## src/rtl/crc_frame_seq.sv

```systemverilog
// -----------------------------------------------------------------------------
// crc_frame_seq
// Sequencer for the 19-bit CRC generator in the DAQ readout path. It pops one
// event frame at a time from a first-word-fall-through FIFO. It then drives the
// generator so that the output stream is: header, CRC-covered data words,
// CRC low word, CRC high word, trailer.
//
// Ports
//   clk, rst        clock, synchronous active-high reset
//   fifo_empty      FIFO empty flag (fifo_dout/fifo_eof valid when low)
//   fifo_dout       FIFO head word, bits [15:0] are CRC-covered payload
//   fifo_eof        head word is the last word of its frame
//   fifo_re         combinational pop, one word consumed per edge it is high
//   hold            downstream backpressure, forces a bubble this cycle
//   crc_d           registered generator data
//   crc_calc        registered generator opcode (0 init, 1 acc, 2 lo, 3 hi, 4 pass)
//   crc_dav         registered generator data-valid
//   busy            sequencer not idle
//   frame_done      one-cycle pulse registered with the trailer issue
//   err_len         sticky over-length flag, cleared on the next header
//   word_cnt        data words issued in the current frame
// -----------------------------------------------------------------------------
module crc_frame_seq #(
   parameter int unsigned MAX_WORDS    = 1024,
   parameter logic [18:0] TRAILER_WORD = 19'h0DE0F
) (
   input  logic        clk,
   input  logic        rst,
   input  logic        fifo_empty,
   input  logic [18:0] fifo_dout,
   input  logic        fifo_eof,
   output logic        fifo_re,
   input  logic        hold,
   output logic [18:0] crc_d,
   output logic [2:0]  crc_calc,
   output logic        crc_dav,
   output logic        busy,
   output logic        frame_done,
   output logic        err_len,
   output logic [11:0] word_cnt
);

   localparam logic [2:0] S_IDLE   = 3'd0;
   localparam logic [2:0] S_DATA   = 3'd1;
   localparam logic [2:0] S_CRC_LO = 3'd2;
   localparam logic [2:0] S_CRC_HI = 3'd3;
   localparam logic [2:0] S_TRAIL  = 3'd4;
   localparam logic [2:0] S_DRAIN  = 3'd5;

   localparam logic [2:0] CALC_INIT = 3'd0;
   localparam logic [2:0] CALC_ACC  = 3'd1;
   localparam logic [2:0] CALC_LO   = 3'd2;
   localparam logic [2:0] CALC_HI   = 3'd3;
   localparam logic [2:0] CALC_PASS = 3'd4;

   localparam logic [11:0] MAX_CNT = 12'(MAX_WORDS);

   logic [2:0]  state_q, state_d;
   logic [18:0] crc_d_q, crc_d_d;
   logic [2:0]  calc_q, calc_d;
   logic        dav_q, dav_d;
   logic        done_q, done_d;
   logic        err_q, err_d;
   logic [11:0] cnt_q, cnt_d;
   logic        pop_ok;

   assign pop_ok = !fifo_empty && !hold;

   always_comb begin
      // Default is a bubble: opcode 4 with dav=0 leaves the CRC register alone.
      state_d = state_q;
      crc_d_d = 19'd0;
      calc_d  = CALC_PASS;
      dav_d   = 1'b0;
      done_d  = 1'b0;
      err_d   = err_q;
      cnt_d   = cnt_q;
      fifo_re = 1'b0;

      case (state_q)
         S_IDLE: begin
            if (pop_ok) begin
               fifo_re = 1'b1;
               crc_d_d = fifo_dout;
               calc_d  = CALC_INIT;
               dav_d   = 1'b1;
               cnt_d   = 12'd0;
               err_d   = 1'b0;
               state_d = fifo_eof ? S_CRC_LO : S_DATA;
            end
         end
         S_DATA: begin
            if (pop_ok) begin
               fifo_re = 1'b1;
               crc_d_d = fifo_dout;
               calc_d  = CALC_ACC;
               dav_d   = 1'b1;
               cnt_d   = cnt_q + 12'd1;
               if (fifo_eof) begin
                  state_d = S_CRC_LO;
               end else if (cnt_d == MAX_CNT) begin
                  err_d   = 1'b1;
                  state_d = S_DRAIN;
               end
            end
         end
         S_DRAIN: begin
            // Discard the rest of an over-length frame; backpressure does not
            // matter here because nothing is issued.
            fifo_re = !fifo_empty;
            if (!fifo_empty && fifo_eof) begin
               state_d = S_CRC_LO;
            end
         end
         S_CRC_LO: begin
            if (!hold) begin
               calc_d  = CALC_LO;
               dav_d   = 1'b1;
               state_d = S_CRC_HI;
            end
         end
         S_CRC_HI: begin
            if (!hold) begin
               calc_d  = CALC_HI;
               dav_d   = 1'b1;
               state_d = S_TRAIL;
            end
         end
         S_TRAIL: begin
            if (!hold) begin
               crc_d_d = TRAILER_WORD;
               calc_d  = CALC_PASS;
               dav_d   = 1'b1;
               done_d  = 1'b1;
               state_d = S_IDLE;
            end
         end
         default: begin
            state_d = S_IDLE;
         end
      endcase

      // No word may be consumed while the sequencer is being reset.
      if (rst) begin
         fifo_re = 1'b0;
      end
   end

   always_ff @(posedge clk) begin
      if (rst) begin
         state_q <= S_IDLE;
         crc_d_q <= 19'd0;
         calc_q  <= CALC_PASS;
         dav_q   <= 1'b0;
         done_q  <= 1'b0;
         err_q   <= 1'b0;
         cnt_q   <= 12'd0;
      end else begin
         state_q <= state_d;
         crc_d_q <= crc_d_d;
         calc_q  <= calc_d;
         dav_q   <= dav_d;
         done_q  <= done_d;
         err_q   <= err_d;
         cnt_q   <= cnt_d;
      end
   end

   assign crc_d      = crc_d_q;
   assign crc_calc   = calc_q;
   assign crc_dav    = dav_q;
   assign frame_done = done_q;
   assign err_len    = err_q;
   assign word_cnt   = cnt_q;
   assign busy       = (state_q != S_IDLE);

endmodule

```

## config.mk

```make
export PLATFORM = sky130hd
export DESIGN_NAME = crc_frame_seq
export DESIGN_NICKNAME = d
export VERILOG_FILES = /design/src/rtl/crc_frame_seq.sv
export SDC_FILE = /design/constraint.sdc
export NUM_CORES = 1
export LEC_CHECK = 0
export ABC_CLOCK_PERIOD_IN_PS = 4550
export BUFFER_PORTS_ARGS = -buffer_cell sky130_fd_sc_hd__buf_2
export CAP_MARGIN = 15
export CORE_ASPECT_RATIO = 2
export CORE_MARGIN = 5
export CORE_UTILIZATION = 44
export DETAILED_ROUTE_END_ITERATION = 6
export PLACE_DENSITY = 0.75
export SLEW_MARGIN = 20
export SYNTH_ARGS = -nofsm -noshare
export SYNTH_HDL_FRONTEND = slang
export SYNTH_SLANG_ARGS = --single-unit
```

## constraint.sdc

```tcl
create_clock -name clk -period 4.55 [get_ports clk]
set_input_delay 0.455 -clock clk [delete_from_list [all_inputs] [get_ports clk]]
set_output_delay 0.455 -clock clk [all_outputs]
set_load 0.005 [all_outputs]
```

Word level (Yosys, flattened, before mapping)
Index checks and enable logic that the tools add are counted.
Widths: inputs -> output; s select.
{ "totals": {"ff_bits": 40, "in_bits": 24, "output_inout_bits": 39} }
{ "classes": {"n_addsub": 1, "n_eq_ne": 15, "muxes": 31, "n_bitwise": 1, "reduce_logical": 13} }
{ "op_table": {"columns": ["op", "n"], "rows": [
  ["$pmux 19 s2", 1],
  ["$mux 3", 12],
  ["$mux 12", 2],
  ["$pmux 12 s2", 1],
  ["$mux 19", 1],
  ["$pmux 3 s6", 1],
  ["$mux 16", 1],
  ["$ne 2x2->1 const B", 8],
  ["$add 12x1->12 const B", 1],
  ["$eq 12x11->1 const B", 1],
  ["$pmux 3 s4", 1],
  ["$mux 1", 7],
  ["$reduce_and 7->1", 1],
  ["$eq 3x2->1 const B", 2],
  ["$eq 3x3->1 const B", 2],
  ["$pmux 1 s2", 3],
  ["$reduce_and 5->1", 1],
  ["$reduce_or 2->1", 2],
  ["$eq 3x1->1 const B", 1],
  ["$logic_not 3->1", 1],
  ["$ne 3x3->1 const B", 1],
  ["$reduce_and 3->1", 1],
  ["$reduce_bool 3->1", 1],
  ["$reduce_or 3->1", 1],
  ["5 further kinds", 7]
]} }

Longest topological paths before layout
Gate-level depths: netlist of the first run.
{ "depth": {"word_depth": 6, "mapped_depth": 7, "depth_no_buf": 6} }

Least setup slack after synthesis of the first run
No wires, ideal clock.
{ "synth_path": {"path_type": "register to register", "startpoint": "register cnt_q[0], in the netlist word_cnt[0]", "endpoint": "register state_q[2]", "setup_ps": 74, "t_arrival_ps": 1885, "path_slack_ps": 2591, "stages_incl_launch_ff": 8, "n_path_buf": 1, "path_cell_list": "dfxtp_1 > ha_1 > buf_2 > a21bo_2 > a2111oi_2 > o22ai_1 > or4_1 > a31oi_1"} }
{ "synth_via": {"elab_chain_cells": 4} }
{ "synth_rtl": {"columns": ["element", "line_no", "rtl"], "rows": [
  ["start: declaration", "64", "logic [11:0] cnt_q, cnt_d;"],
  ["start signal: assignment", "165", "cnt_q <= cnt_d;"],
  ["$add 12x1->12", "98", "cnt_d = cnt_q + 12'd1;"],
  ["$eq 12x11->1", "101", "end else if (cnt_d == MAX_CNT) begin"],
  ["$ne 3x3->1 (no line)", null, null],
  ["$reduce_and 7->1 (no line)", null, null],
  ["end signal: assignment", "159", "state_q <= state_d;"],
  ["end: declaration", "58", "logic [2:0] state_q, state_d;"]
]} }
Every way passes these cells.
A chain may end at the register's enable or synchronous reset.

Worst setup path after layout of the first run
{ "layout_path": {"startpoint": "register state_q[1]", "endpoint": "register cnt_q[9], in the netlist word_cnt[9]"} }
{ "layout_via": {"elab_chain_cells": 3, "elab_cells_between_ends": 7, "cone_classes": "eq/ne: 3; mux: 1; reduce/logical: 3"} }
{ "layout_rtl": {"columns": ["element", "line_no", "rtl"], "rows": [
  ["$eq 3x1->1 / $logic_not 3->1 (equally long branches)", "80", "case (state_q)"],
  ["$ne 2x2->1 (no line) / $reduce_bool 2->1 (equally long branches)", null, null],
  ["$reduce_and 3->1 (no line)", null, null]
]} }
Several ways; a longest one is shown, not always the timed one.

==> flow_summary_export.csv, run 1 <==
group,metric,value,unit
sta,post-route-worst-setup-slack,2.229,ns
synth,yosysWarnings,0,
clock_network,cts.clk_slew.worst_paths,0.08,ns
placement,dp_hpwl,3.291,mm
routing,drtPass1Iterations,4,
synth,async_flop_share,0,%
synth,synth_area_leaders,"dfxtp_1, a21oi_1, nor2_1",
clock_network,cts_hold_buf,0,
clock_network,post_cts_buffers,0,
routing,viasPerCell,5.360,
clock_network,clk_path_buf_depth,2,
synth,ys_ff_latch,40,
synth,ys_seq_area_share,44.14,%
sta,finalCriticalPeriod,2.321,ns
sta,drv_slew,0,
final_layout,drive_gt1_share,29.26,%
global_route,grt_pass1_wl,7.100,mm
synth,synth.avg_cell_area,8.399,µm²
routing,routed_wl,4.481,mm
sta,hold_viol,0,
worst_setup_path,r2r_end,"word_cnt[9]",
worst_setup_path,rrSetupSlack,2.23,ns
worst_setup_path,start_kind,"register",
placement,dp.cells,314,
routing,drtIter0Drc,55,
sta,fmax,430.9,MHz
worst_setup_path,worstPathRequired,4.79,ns
sta,setup_viol,0,
synth,synth_enable_flop_cells,0,
power,p_per_area,300.3,nW/µm²
synth,synthFlopType,"dfxtp_1",
placement,io_buffers,62,
worst_setup_path,critPathMaxFanout,20,
floorplanning,start_util,44.84,%
sta,min_period_over_period,51.01,%
synth,syn_area,1814,µm²
power,power_leakage,0.0009876,µW
worst_setup_path,worstPathArrival,2.56,ns
routing,via_count,1726,
placement,place_area,2115,µm²
global_route,grt_pass1_vias,1596,
hold_path,hp-class,"in -> reg",
synth,synth-simple-area-share,25.45,%
sta,finalClockSkew,0.006563,ns
global_route,antenna_found_initial,0,
worst_setup_path,ff2ff_path_depth,5,
synth,synth_cell_types,45,
synth,synthCells,216,
synth,yosys-mux-area-fraction,1.724,%
routing,drtAntennaViolNets,0,
status,status,"completed",
final_layout,areaGrowthSynthToFinish,22.14,%
worst_setup_path,crit_type,"reg -> reg",
final_layout,antenna_cells,0,
clock_network,cts_htree_levels,2,
placement,gp_congestion,0.9197,
floorplanning,die_area,5585,µm²
final_layout,n_fill_cell,418,
sta,fin_tns_setup,0,ns
synth,synth.most_common_cell,"dfxtp_1",
routing,drcViolationCount,0,
synth,syn-num-nets,242,
clock_network,numCtsBuffers,5,
synth,synth-compound-area-share,20.28,%
floorplanning,fp.dieH,100.8,µm
final_layout,multi_input_area,909.6,µm²
synth,synth_top_family_by_area,"simple AND/OR/NAND/NOR gates",
power,ir_worst_vdd,0.2303,mV
worst_setup_path,r2r_start,"state_q[1]",
hold_path,whs_path_depth,2,
final_layout,seqCellArea,800.8,µm²
synth,synth_xor_area_share,0.4828,%
hold_path,whs_endpoint,"crc_d[16]",
clock_network,insertion_delay,0.29,ns
global_route,grt_usage,15.91,%
clock_network,cts_tree,"yes",
clock_network,cts_root_buf,"clkbuf_8",
clock_network,ctsResizeCount,0,
clock_network,clkSinkCount,40,
routing,routedWlPerCell,13.92,µm
placement,post-place-ws,2.222,ns
sta,rsz0062_at_grt,"no",
synth,synth_top_area_cell,"dfxtp_1",
final_layout,final_cells,322,
hold_path,min_from,"fifo_dout[16]",
floorplanning,core_area,4046,µm²
final_layout,nNetsFinal,295,
synth,synthAdderAreaFrac,1.379,%
floorplanning,fp.dieW,55.41,µm
sta,fin_hold_ws,0.3568,ns
synth,synth_top_area_share,44.14,%
sta,tightest_slew,0.7913,ns
synth,synthTopCellsByCount,"dfxtp_1, nor2_1, a21oi_1",
sta,relSlewSlack,46.84,%
global_route,gr-total-overflow,0,
final_layout,design_area,2216,µm²
worst_setup_path,crit_path_end_kind,"register",
floorplanning,rows,33,
job,cap_viol_max_count,0,
global_route,grt_max_degree,21,
floorplanning,ioPinCount,63,
## final cells by class
class	count	share of cell area, %
Timing Repair Buffer	63	14.34
Tap cell	52	2.936
Inverter	8	1.355
Clock buffer	6	3.727
Multi-Input combinational cell	151	41.05
Sequential cell	40	36.14
Clock inverter	2	0.4517
## flip-flops by register name, summed over array words and instances, names as in the netlist
| register | cells |
|---|---|
| frame_done | 1 |
| state_q | 3 |
| crc_calc | 3 |
| word_cnt | 12 |
| crc_dav | 1 |
| crc_d | 19 |
| err_len | 1 |
## how the worst max path moves through the flow
stage	start	to	slack [ns]
floorplan	word_cnt[0]	state_q[2]	2.59
global placement	fifo_empty	word_cnt[9]	2.25
detailed placement	fifo_empty	word_cnt[9]	2.22
CTS	state_q[1]	word_cnt[9]	2.28
global route	state_q[1]	word_cnt[9]	2.08
finish	state_q[1]	word_cnt[9]	2.23
## kinds of logic (layout without fill, tap and decap cells)
family	Yosys count	in the layout
XOR/XNOR	1	1
buffers and inverters	25	79
multiplexers	3	3
flip-flops	40	40
adder cells (fa/ha/maj)	2	2
AND/OR/NAND/NOR	88	88
AO/OA/AOI/OAI	57	57
## critical path, cell delays in order, from the launching register on
cell	delay (ns)
dfxtp_1	0.47
or4_1	0.91
or3_1	0.50
o31ai_2	0.18
a22oi_1	0.10
nor2_2	0.10
## cell usage in the layout (no fill, tap or decap), types with 2 or more instances in the layout
cell type  instances
a22oi_1            7
nand3_1            6
buf_2             62
nor3_1             4
nand4_1            2
a211oi_1           2
dfxtp_1           40
inv_1              8
ha_1               2
nand3b_1           2
nor2_1            25
and2_1            12
or3_1              6
nor4_1             6
o21ai_0           10
o21a_1             3
o21ai_1            3
mux2i_1            2
a21oi_1           19
clkinv_2           2
nand2_1           16
or4_1              2
clkbuf_8           6
## through the flow
step | power, µW | util, %
final | 665.4 | 54.76
after global routing | 691.5 | 54.76
after CTS | 673.4 | 54.55
after detailed placement | 428.6 | 52.26
after global placement | 427.1 | 52.26
after floorplan | 402.8 | -
## routing by layer
metal  vias up  GRT usage [%]  wire (µm)
met5         -              0          0
li1        871              -          -
met1       798          15.61       1666
met4         0          9.925        121
met3         8          2.179        175
met2        49          30.47       2517
## power by group
part | internal (µW) | switching, µW
Clock | 121 | 123
Sequential | 358 | 9.09
Combinational | 23.3 | 30.5
(Power assumes the default switching activity.)
==> run 2, diff against run 1 <==
--- a/config.mk
+++ b/config.mk
@@ -5,14 +5,14 @@
 export SDC_FILE = /design/constraint.sdc
 export NUM_CORES = 1
 export LEC_CHECK = 0
-export ABC_CLOCK_PERIOD_IN_PS = 4550
+export ABC_CLOCK_PERIOD_IN_PS = 1900
 export BUFFER_PORTS_ARGS = -buffer_cell sky130_fd_sc_hd__buf_2
 export CAP_MARGIN = 15
 export CORE_ASPECT_RATIO = 2
 export CORE_MARGIN = 5
 export CORE_UTILIZATION = 44
 export DETAILED_ROUTE_END_ITERATION = 6
-export PLACE_DENSITY = 0.75
+export PLACE_DENSITY = 0.77
 export SLEW_MARGIN = 20
 export SYNTH_ARGS = -nofsm -noshare
 export SYNTH_HDL_FRONTEND = slang
==> constraint.sdc (replaced) <==
create_clock -name clk -period 1.9 [get_ports clk]
set_input_delay 0.19 -clock clk [delete_from_list [all_inputs] [get_ports clk]]
set_output_delay 0.19 -clock clk [all_outputs]
set_load 0.005 [all_outputs]
==> run 2 against run 1 <==
The flow now finishes with violations (setup timing). Die area unchanged. Global-route usage increased by 3.4 points. Maximum frequency is 19% higher. Critical path type unchanged.
==> flow_summary_export.csv, run 2 (same netlist as run 1, synthesis figures left out) <==
group,metric,value,unit
floorplanning,fp.dieW,55.41,µm
routing,routed_wl,5.393,mm
power,power_leakage,0.001133,µW
routing,routedWlPerCell,15.54,µm
placement,gp_congestion,1.005,
routing,drtPass1Iterations,4,
global_route,grt_pass1_vias,1961,
worst_setup_path,crit_slowest_cell,"or4_4",
final_layout,largest_reg_flops,19,
clock_network,cts_htree_levels,2,
sta,finalClockSkew,0.006126,ns
placement,place_area,2297,µm²
worst_setup_path,critPathMaxFanout,6,
sta,hold_viol,0,
hold_path,hp-class,"in -> reg",
final_layout,nNetsFinal,320,
worst_setup_path,start_kind,"register",
clock_network,cts_root_buf,"clkbuf_8",
sta,tightest_slew,0.5187,ns
floorplanning,start_util,44.84,%
floorplanning,die_area,5585,µm²
clock_network,cts_hold_buf,0,
power,p_per_area,713.6,nW/µm²
global_route,gr-total-overflow,0,
sta,min_period_over_period,102.8,%
worst_setup_path,worstPathRequired,2.12,ns
final_layout,fin_util,61.87,%
status,status,"finished with violations",
hold_path,whs_path_depth,2,
worst_setup_path,crit_type,"reg -> reg",
clock_network,numCtsBuffers,5,
worst_setup_path,worstPathArrival,2.17,ns
floorplanning,rows,33,
global_route,grt_pass1_wl,8.680,mm
clock_network,clk_path_buf_depth,2,
final_layout,final_common_cell,"buf_2",
job,cap_viol_max_count,0,
sta,drv_slew,0,
clock_network,clkSinkCount,40,
clock_network,insertion_delay,0.29,ns
worst_setup_path,crit_path_end_kind,"register",
routing,drcViolationCount,0,
sta,fmax,511.9,MHz
worst_setup_path,ff2ff_path_depth,5,
power,ir_worst_vdd,0.6035,mV
clock_network,cts_tree,"yes",
worst_setup_path,cp_cell_sequence,"nand3_1 -> nor4_2 -> xor2_1 -> or4_4 -> a31oi_4",
sta,setup_viol,1,
sta,rsz0062_at_grt,"yes",
global_route,antenna_found_initial,0,
worst_setup_path,max_stage_delay,0.54,ns
routing,drtAntennaViolNets,0,
clock_network,cts.clk_slew.worst_paths,0.08,ns
floorplanning,fp.dieH,100.8,µm
routing,via_count,1925,
status,violations,"setup timing",
sta,post-route-worst-setup-slack,-0.05362,ns
floorplanning,ioPinCount,63,
global_route,grt_usage,19.28,%
final_layout,final_cell_mix,"buf_2, dfxtp_1, nor2_1, buf_4, a21oi_1",
global_route,grt_max_degree,20,
sta,relSlewSlack,65.13,%
final_layout,areaGrowthSynthToFinish,38.00,%
placement,io_buffers,62,
routing,viasPerCell,5.548,
final_layout,drive_gt1_share,39.66,%
final_layout,design_area,2504,µm²
floorplanning,core_area,4046,µm²
placement,dp_hpwl,3.769,mm
sta,finalCriticalPeriod,1.954,ns
final_layout,antenna_cells,0,
routing,drtIter0Drc,90,
==> run 2: path summary, 6_finish.rpt <==
path / startpoint / endpoint / slack (ns)
hold / removal: fifo_dout[6] / crc_d[6] / 0.09
setup / recovery: word_cnt[8] / state_q[2] / -0.05
setup reg to reg: word_cnt[8] / state_q[2] / -0.05
hold reg to reg: err_len / err_len / 0.51
==> run 2: area by class of cell <==
type / instances / area (µm²)
Fill cell: 393 / 1543
Multi-Input combinational cell: 151 / 964.7
Sequential cell: 40 / 808.3
Timing Repair Buffer: 88 / 509.2
Clock buffer: 7 / 96.34
Tap cell: 52 / 65.06
Clock inverter: 1 / 30.03
Inverter: 8 / 30.03
==> run 2: what timing repair did <==
action / 4_1_cts / 5_1_grt
setup endpoints to repair: 2 / 2
gates resized for setup: 5 / 11
cloned: 0 / 0
setup buffers: 0 / 1
pin swaps: 1 / 4
==> run 2: worst max-delay path: cells and delay by family, from the launching register on <==
kind | cells | cell delay (ns)
compound gates | 1 | 0.19
flops | 1 | 0.43
simple gates | 3 | 1.08
xor+xnor | 1 | 0.19
==> run 2: report_power, final <==
part,leakage [µW],switching (µW),total [µW],internal [µW]
combinational,0.000741,91.7,161,69.7
sequential,0.000327,12.0,869,857
clock,0.0000645,292,756,463
==> run 2: routing by layer <==
metal | global-route usage [%] | wire length (µm) | share of wire (%) | up-vias
met5 | 0 | 0 | 0 | -
met4 | 10.30 | 230 | 4.3 | 0
met3 | 3.333 | 277 | 5.1 | 25
met2 | 37.14 | 2987 | 55 | 87
met1 | 19.03 | 1898 | 35 | 899
li1 | - | - | - | 914
==> run 2: through the flow <==
stage           TNS, ns  setup WS [ns]  instances  hold slack, ns  power, µW
2_1_floorplan  -0.01325       -0.01325        216          0.3117      964.8
3_3_place_gp          0        0.03996        338          0.3888       1042
3_5_place_dp   -0.09137       -0.07712        338          0.3927       1045
4_1_cts               0       0.001943        346         0.08501       1802
5_1_grt         -0.1784        -0.1057        347         0.08624       1861
6_report       -0.05362       -0.05362        347         0.09293       1787
